## src/rtl/rect_plotter.sv

```systemverilog
// rect_plotter
//
// Rasterises one axis-aligned rectangle per accepted request into a stream
// of single-pixel writes (one per clock) for the VGA adapter. Filled and
// outline-only modes are supported, and pixels outside the visible
// SCREEN_W x SCREEN_H area are suppressed (plot=0) without shortening the scan.
//
// Handshake: a request is accepted on a rising edge where req_valid and
// req_ready are both high. req_ready is high only in IDLE, so a request held
// valid through a draw is accepted exactly once, after the block returns to
// IDLE. All req_* fields are captured at acceptance and ignored afterwards.
//
// Ports:
//   clk, reset             clock, asynchronous active-low reset
//   req_valid / req_ready  request handshake
//   req_x, req_y           top-left corner
//   req_w, req_h           size in pixels (either 0 -> empty rectangle)
//   req_colour             pixel colour
//   req_outline            1 = border pixels only, 0 = filled
//   x, y, colour, plot     pixel write to the VGA adapter
//   busy                   high in DRAW and DONE
//   done                   one-cycle completion pulse
//   dbg_state              current FSM state (IDLE=0, DRAW=1, DONE=2)
module rect_plotter #(
  parameter int X_W      = 8,
  parameter int Y_W      = 7,
  parameter int C_W      = 3,
  parameter int SCREEN_W = 160,
  parameter int SCREEN_H = 120
) (
  input  logic           clk,
  input  logic           reset,
  input  logic           req_valid,
  output logic           req_ready,
  input  logic [X_W-1:0] req_x,
  input  logic [Y_W-1:0] req_y,
  input  logic [X_W-1:0] req_w,
  input  logic [Y_W-1:0] req_h,
  input  logic [C_W-1:0] req_colour,
  input  logic           req_outline,
  output logic [X_W-1:0] x,
  output logic [Y_W-1:0] y,
  output logic [C_W-1:0] colour,
  output logic           plot,
  output logic           busy,
  output logic           done,
  output logic [1:0]     dbg_state
);

  typedef enum logic [1:0] {
    S_IDLE = 2'd0,
    S_DRAW = 2'd1,
    S_DONE = 2'd2
  } state_t;

  // Screen limits at the widened sum width so a carry-out is automatically
  // treated as off-screen by the same compare.
  localparam logic [X_W:0] SCR_W_L = SCREEN_W[X_W:0];
  localparam logic [Y_W:0] SCR_H_L = SCREEN_H[Y_W:0];

  state_t state, state_nxt;

  // Latched request
  logic [X_W-1:0] x0_r;
  logic [Y_W-1:0] y0_r;
  logic [X_W-1:0] w_r;
  logic [Y_W-1:0] h_r;
  logic           outline_r;

  // Offset of the pixel currently presented on x/y
  logic [X_W-1:0] cx;
  logic [Y_W-1:0] cy;

  logic           accept;
  logic           empty_req;
  logic           row_end;
  logic           last_px;
  logic [X_W-1:0] ncx;
  logic [Y_W-1:0] ncy;
  logic [X_W:0]   sum_x;
  logic [Y_W:0]   sum_y;
  logic           next_on;
  logic           next_border;
  logic           first_on;

  assign req_ready = (state == S_IDLE);
  assign busy      = (state != S_IDLE);
  assign done      = (state == S_DONE);
  assign dbg_state = state;

  assign accept    = req_valid && req_ready;
  assign empty_req = (req_w == '0) || (req_h == '0);

  // Scan stepping: next pixel offsets in row-major order
  assign row_end = (cx == w_r - 1'b1);
  assign last_px = row_end && (cy == h_r - 1'b1);
  assign ncx     = row_end ? '0 : cx + 1'b1;
  assign ncy     = row_end ? cy + 1'b1 : cy;

  assign sum_x   = {1'b0, x0_r} + {1'b0, ncx};
  assign sum_y   = {1'b0, y0_r} + {1'b0, ncy};
  assign next_on = (sum_x < SCR_W_L) && (sum_y < SCR_H_L);
  assign next_border = !outline_r || (ncx == '0) || (ncx == w_r - 1'b1) ||
                       (ncy == '0) || (ncy == h_r - 1'b1);

  // The first pixel sits at offset (0,0), which is always a border pixel,
  // so only the on-screen test matters for it.
  assign first_on = ({1'b0, req_x} < SCR_W_L) && ({1'b0, req_y} < SCR_H_L);

  // State register
  always_ff @(posedge clk or negedge reset) begin
    if (!reset) state <= S_IDLE;
    else        state <= state_nxt;
  end

  // Next-state logic
  always_comb begin
    state_nxt = state;
    case (state)
      S_IDLE: if (accept) state_nxt = empty_req ? S_DONE : S_DRAW;
      S_DRAW: if (last_px) state_nxt = S_DONE;
      S_DONE: state_nxt = S_IDLE;
      default: state_nxt = S_IDLE;
    endcase
  end

  // Datapath: request capture, scan counters and registered pixel outputs
  always_ff @(posedge clk or negedge reset) begin
    if (!reset) begin
      x0_r      <= '0;
      y0_r      <= '0;
      w_r       <= '0;
      h_r       <= '0;
      outline_r <= 1'b0;
      cx        <= '0;
      cy        <= '0;
      x         <= '0;
      y         <= '0;
      colour    <= '0;
      plot      <= 1'b0;
    end else begin
      plot <= 1'b0;
      case (state)
        S_IDLE: begin
          if (accept) begin
            x0_r      <= req_x;
            y0_r      <= req_y;
            w_r       <= req_w;
            h_r       <= req_h;
            outline_r <= req_outline;
            cx        <= '0;
            cy        <= '0;
            if (!empty_req) begin
              x      <= req_x;
              y      <= req_y;
              colour <= req_colour;
              plot   <= first_on;
            end
          end
        end
        S_DRAW: begin
          if (!last_px) begin
            cx   <= ncx;
            cy   <= ncy;
            x    <= sum_x[X_W-1:0];
            y    <= sum_y[Y_W-1:0];
            plot <= next_on && next_border;
          end
        end
        default: ;
      endcase
    end
  end

endmodule

```

## config.mk

```make
export PLATFORM = sky130hd
export DESIGN_NAME = rect_plotter
export DESIGN_NICKNAME = d
export VERILOG_FILES = /design/src/rtl/rect_plotter.sv
export SDC_FILE = /design/constraint.sdc
export NUM_CORES = 1
export LEC_CHECK = 0
export ABC_AREA = 1
export ABC_CLOCK_PERIOD_IN_PS = 7400
export CORE_MARGIN = 4
export CORE_UTILIZATION = 60
export DETAILED_ROUTE_END_ITERATION = 16
export PLACE_DENSITY = 0.95
export SLEW_MARGIN = 20
export SYNTH_ARGS = -nofsm -noshare
export SYNTH_HDL_FRONTEND = slang
export SYNTH_SLANG_ARGS = --single-unit
```

## constraint.sdc

```tcl
create_clock -name clk -period 7.4 [get_ports clk]
set_clock_uncertainty 0.05 [all_clocks]
set_input_delay 1.48 -clock clk [delete_from_list [all_inputs] [get_ports clk]]
set_output_delay 1.48 -clock clk [all_outputs]
set_load 0.05 [all_outputs]
```

==> results.cfg <==
[power_and_ir_drop]
p_leak_nw = 2.80
net-switching-power_mw = 1.45
power_frac_seq_pct = 24.4
p_sw_share_pct = 53.4
power-per-cell-area_nw_per_um2 = 503
peakVddDrop_mv = 0.385
internal_power_mw = 1.27
share_comb_of_total_power_pct = 63.4
finalPower_mw = 2.72
relative_contribution_of_the_clock_network_to_total_power_pct = 12.2

[finish]
final_layout_size_suffix_gt1_share_pct = 5.94
areaGrowthSynthToFinish_pct = 18.6
final_cell_mix = sky130_fd_sc_hd__nand2_1, sky130_fd_sc_hd__inv_1, sky130_fd_sc_hd__dfrtp_1
mostFrequentLayoutCell = sky130_fd_sc_hd__nand2_1
finish.net_count = 760
fill_cell_instance_count_of_the_final_layout = 555
register_area_sq_um = 1680
postLayoutCoreUtil_pct = 73.6
num_antenna_cells = 0
postLayoutCellArea_sq_um = 5400
multi_input_comb_area_sq_um = 2450

[critical_path]
crit-reg2reg-launch = w_r[0]
critical_path_required_ns = 7.60
start_kind = register
r2r_cells = 26
timing.critical_path.fanout_max = 18
worstSetupEndpointType = register
crit_type = reg -> reg
crit_arrival_ns = 5.04
rrSetupSlack_ns = 2.56
reg2reg_to = plot

[timing]
report.final.slew_viol_count = 0
fin_tns_setup_ns = 0
finalWorstPathRequiredPeriod_ns = 4.84
worst_slew_margin_rel_pct = 41.9
min_period_over_period_pct = 65.4
max_clock_freq_ghz = 0.207
unrepaired_setup_endpoints_after_global_routing = false
fin_worst_hold_slack_ns = 0.446
timing_hold_violations_final = 0
worstMarginPinSlew_ns = 0.872
finalSetupViolations = 0

[worst_hold_path]
hold_start = x0_r[7]
min_path_cells = 2
hp-class = reg -> reg
timing.hold.worst_endpoint = x0_r[7]

[floorplan]
initial_core_util_pct = 62.1
floorplan_die_area_sq_um = 9040
chipHeight_um = 95.1
die_w_um = 95.1
number_of_rows_created_at_floorplan = 31
io_pins = 61
placeableCoreArea_sq_um = 7330

[place]
port_buffers = 60
detailed_place_hpwl_um = 8840
gp_congestion = 0.880
placed_cell_area_sq_um = 5190

[global_routing]
grt_start_max_net_pins = 68
grt_pass1_wl_um = 19700
grt_pass1_vias = 4340
grt_overflow_total = 0
antenna_violations_before_repair = 0
grt.total_usage_pct = 27.7

[synthesis]
ys_types = 33
ys_seq_area_share_pct = 36.8
syn-mean-instance-area_sq_um = 7.01
post_synthesis_net_count = 707
synth-async-reset-ratio_pct = 100
synth-warning-count = 0
synthesis.instances = 649
synth_area_sq_um = 4550
ys_seq_elements = 67
synth_edf_count = 0
postSynth.topFlopCell = sky130_fd_sc_hd__dfrtp_1

[clock_tree]
htree_num_levels = 3
clock_buffers_created_by_tritoncts = 9
cts_buffer_depth = 2
clk_root_buffer_cell = sky130_fd_sc_hd__clkbuf_8
tritoncts = yes
holdBufCountCts = 0
postCtsResizedCells = 0
cts_setup_buffers = 0
clkSlewWorstSetupHoldPaths_ns = 0.08
worstSkewPairLatency_ns = 0.36
tritoncts_num_sinks = 67

[detailed_routing]
route.antenna.remaining_nets = 0
drt-pass1-iter-count = 5
route.detailed.drc = 0
avgViaCountPerCell = 5.62
wl_final_um = 12200
route.vias.total = 4529
drtIter0Drc = 334
post_drt_wl_per_cell_um = 15.2

[outcome]
run_status = finished clean

[run]
drv.max_cap_violation_count = 0
==> power by group through the flow <==
stage	combinational (mW)	clock [mW]	sequential, mW
2_1_floorplan	1.09	0	0.822
3_3_place_gp	1.64	0	0.653
3_5_place_dp	1.69	0	0.658
4_1_cts	1.71	0.335	0.657
5_1_grt	1.90	0.350	0.678
6_report	1.72	0.333	0.661
==> how the worst max path moves through the flow <==
stage	start	end	slack [ns]	cells after the start
finish	w_r[0]	plot	2.56	26
global route	w_r[0]	plot	2.17	27
CTS	w_r[0]	plot	2.64	24
detailed placement	w_r[0]	plot	2.70	26
global placement	w_r[0]	plot	2.94	26
floorplan	w_r[0]	plot	3.97	27
==> cells by family (layout without fill, tap and decap cells) <==
logic type                 Yosys count  in the layout  synth area share, %
AOI/OAI and AO/OA                   80             80                 9.90
and+or+nand+nor                    349            349                 32.7
DFF                                 67             67                 36.8
adders and majority gates           21             21                 6.10
xor gates and xnor gates            26             26                 5.00
buffers and inverters              106            164                 9.43
==> layout make-up <==
cell class	instances	share of cell area (%)
Timing Repair Buffer	63	11.5
Sequential cell	67	31.1
Clock buffer	10	2.55
Tap cell	99	2.30
Inverter	85	5.91
Clock inverter	6	1.34
Multi-Input combinational cell	476	45.4
==> per-layer routing <==
metal / global-route usage, % / routed length [um] / up-vias / part of all wire, %
met2: 44.6 / 5700 / 190 / 47
met1: 36.9 / 5500 / 2121 / 45
met5: 0 / 0 / - / 0
met3: 7.58 / 838 / 26 / 6.8
met4: 6.97 / 195 / 0 / 1.6
li1: - / - / 2192 / -
==> metrics by stage <==
step	worst slack, ns	std cells
finish	2.56	806
global route	2.17	806
CTS	2.64	806
detailed placement	2.70	790
global placement	2.94	790
floorplan	3.97	649
==> synthesized netlist by cell type, types with 4 or more instances <==
cell                         n  share of area, %
sky130_fd_sc_hd__nand4_1    17               2.3
sky130_fd_sc_hd__clkbuf_1   11              0.91
sky130_fd_sc_hd__buf_2       7              0.77
sky130_fd_sc_hd__nor4_1      4              0.55
sky130_fd_sc_hd__or2_2       4              0.55
sky130_fd_sc_hd__nand2_1   217                18
sky130_fd_sc_hd__ha_1       19               5.2
sky130_fd_sc_hd__xnor2_1     7               1.3
sky130_fd_sc_hd__o21ai_0    38               4.2
sky130_fd_sc_hd__nor2_1     35               2.9
sky130_fd_sc_hd__dfrtp_1    67                37
sky130_fd_sc_hd__xor2_1     19               3.7
sky130_fd_sc_hd__inv_1      80               6.6
sky130_fd_sc_hd__nand3b_1    5              0.82
sky130_fd_sc_hd__nor2_2      5              0.69
sky130_fd_sc_hd__nand3_1    52               5.7
sky130_fd_sc_hd__o22ai_1    11               1.5
sky130_fd_sc_hd__inv_2       4              0.33
sky130_fd_sc_hd__a21oi_1    18               2.0
sky130_fd_sc_hd__nand2_2     7              0.96
==> critical path: stages (launching register included) <==
cell                      delay (ns)
sky130_fd_sc_hd__dfrtp_1        0.41
sky130_fd_sc_hd__inv_1          0.19
sky130_fd_sc_hd__ha_1           0.22
sky130_fd_sc_hd__nand2_2        0.10
sky130_fd_sc_hd__o21ai_1        0.17
sky130_fd_sc_hd__nand2_1        0.11
sky130_fd_sc_hd__nand2_1        0.07
sky130_fd_sc_hd__nand2_1        0.05
sky130_fd_sc_hd__nor2_1         0.57
sky130_fd_sc_hd__nand3_1        0.50
sky130_fd_sc_hd__buf_4          0.36
sky130_fd_sc_hd__nand2_1        0.22
sky130_fd_sc_hd__inv_1          0.08
sky130_fd_sc_hd__ha_1           0.28
sky130_fd_sc_hd__nand3_1        0.11
sky130_fd_sc_hd__nand2_1        0.12
sky130_fd_sc_hd__nand2_1        0.09
sky130_fd_sc_hd__nand2_1        0.05
sky130_fd_sc_hd__a21oi_1        0.20
sky130_fd_sc_hd__nor2_1         0.06
sky130_fd_sc_hd__o21ai_0        0.14
sky130_fd_sc_hd__nand2_1        0.08
sky130_fd_sc_hd__xor2_1         0.15
sky130_fd_sc_hd__o21ai_0        0.18
sky130_fd_sc_hd__nor2_1         0.06
sky130_fd_sc_hd__nand2_1        0.06
sky130_fd_sc_hd__nand2_1        0.05
==> state kept, by name, summed over array words and instances (netlist names) <==
name       cells
colour         3
cx             8
cy             7
dbg_state      2
h_r            7
outline_r      1
plot           1
w_r            8
x              8
x0_r           8
y              7
y0_r           7
No activity file was read; power rests on OpenSTA's default activity.
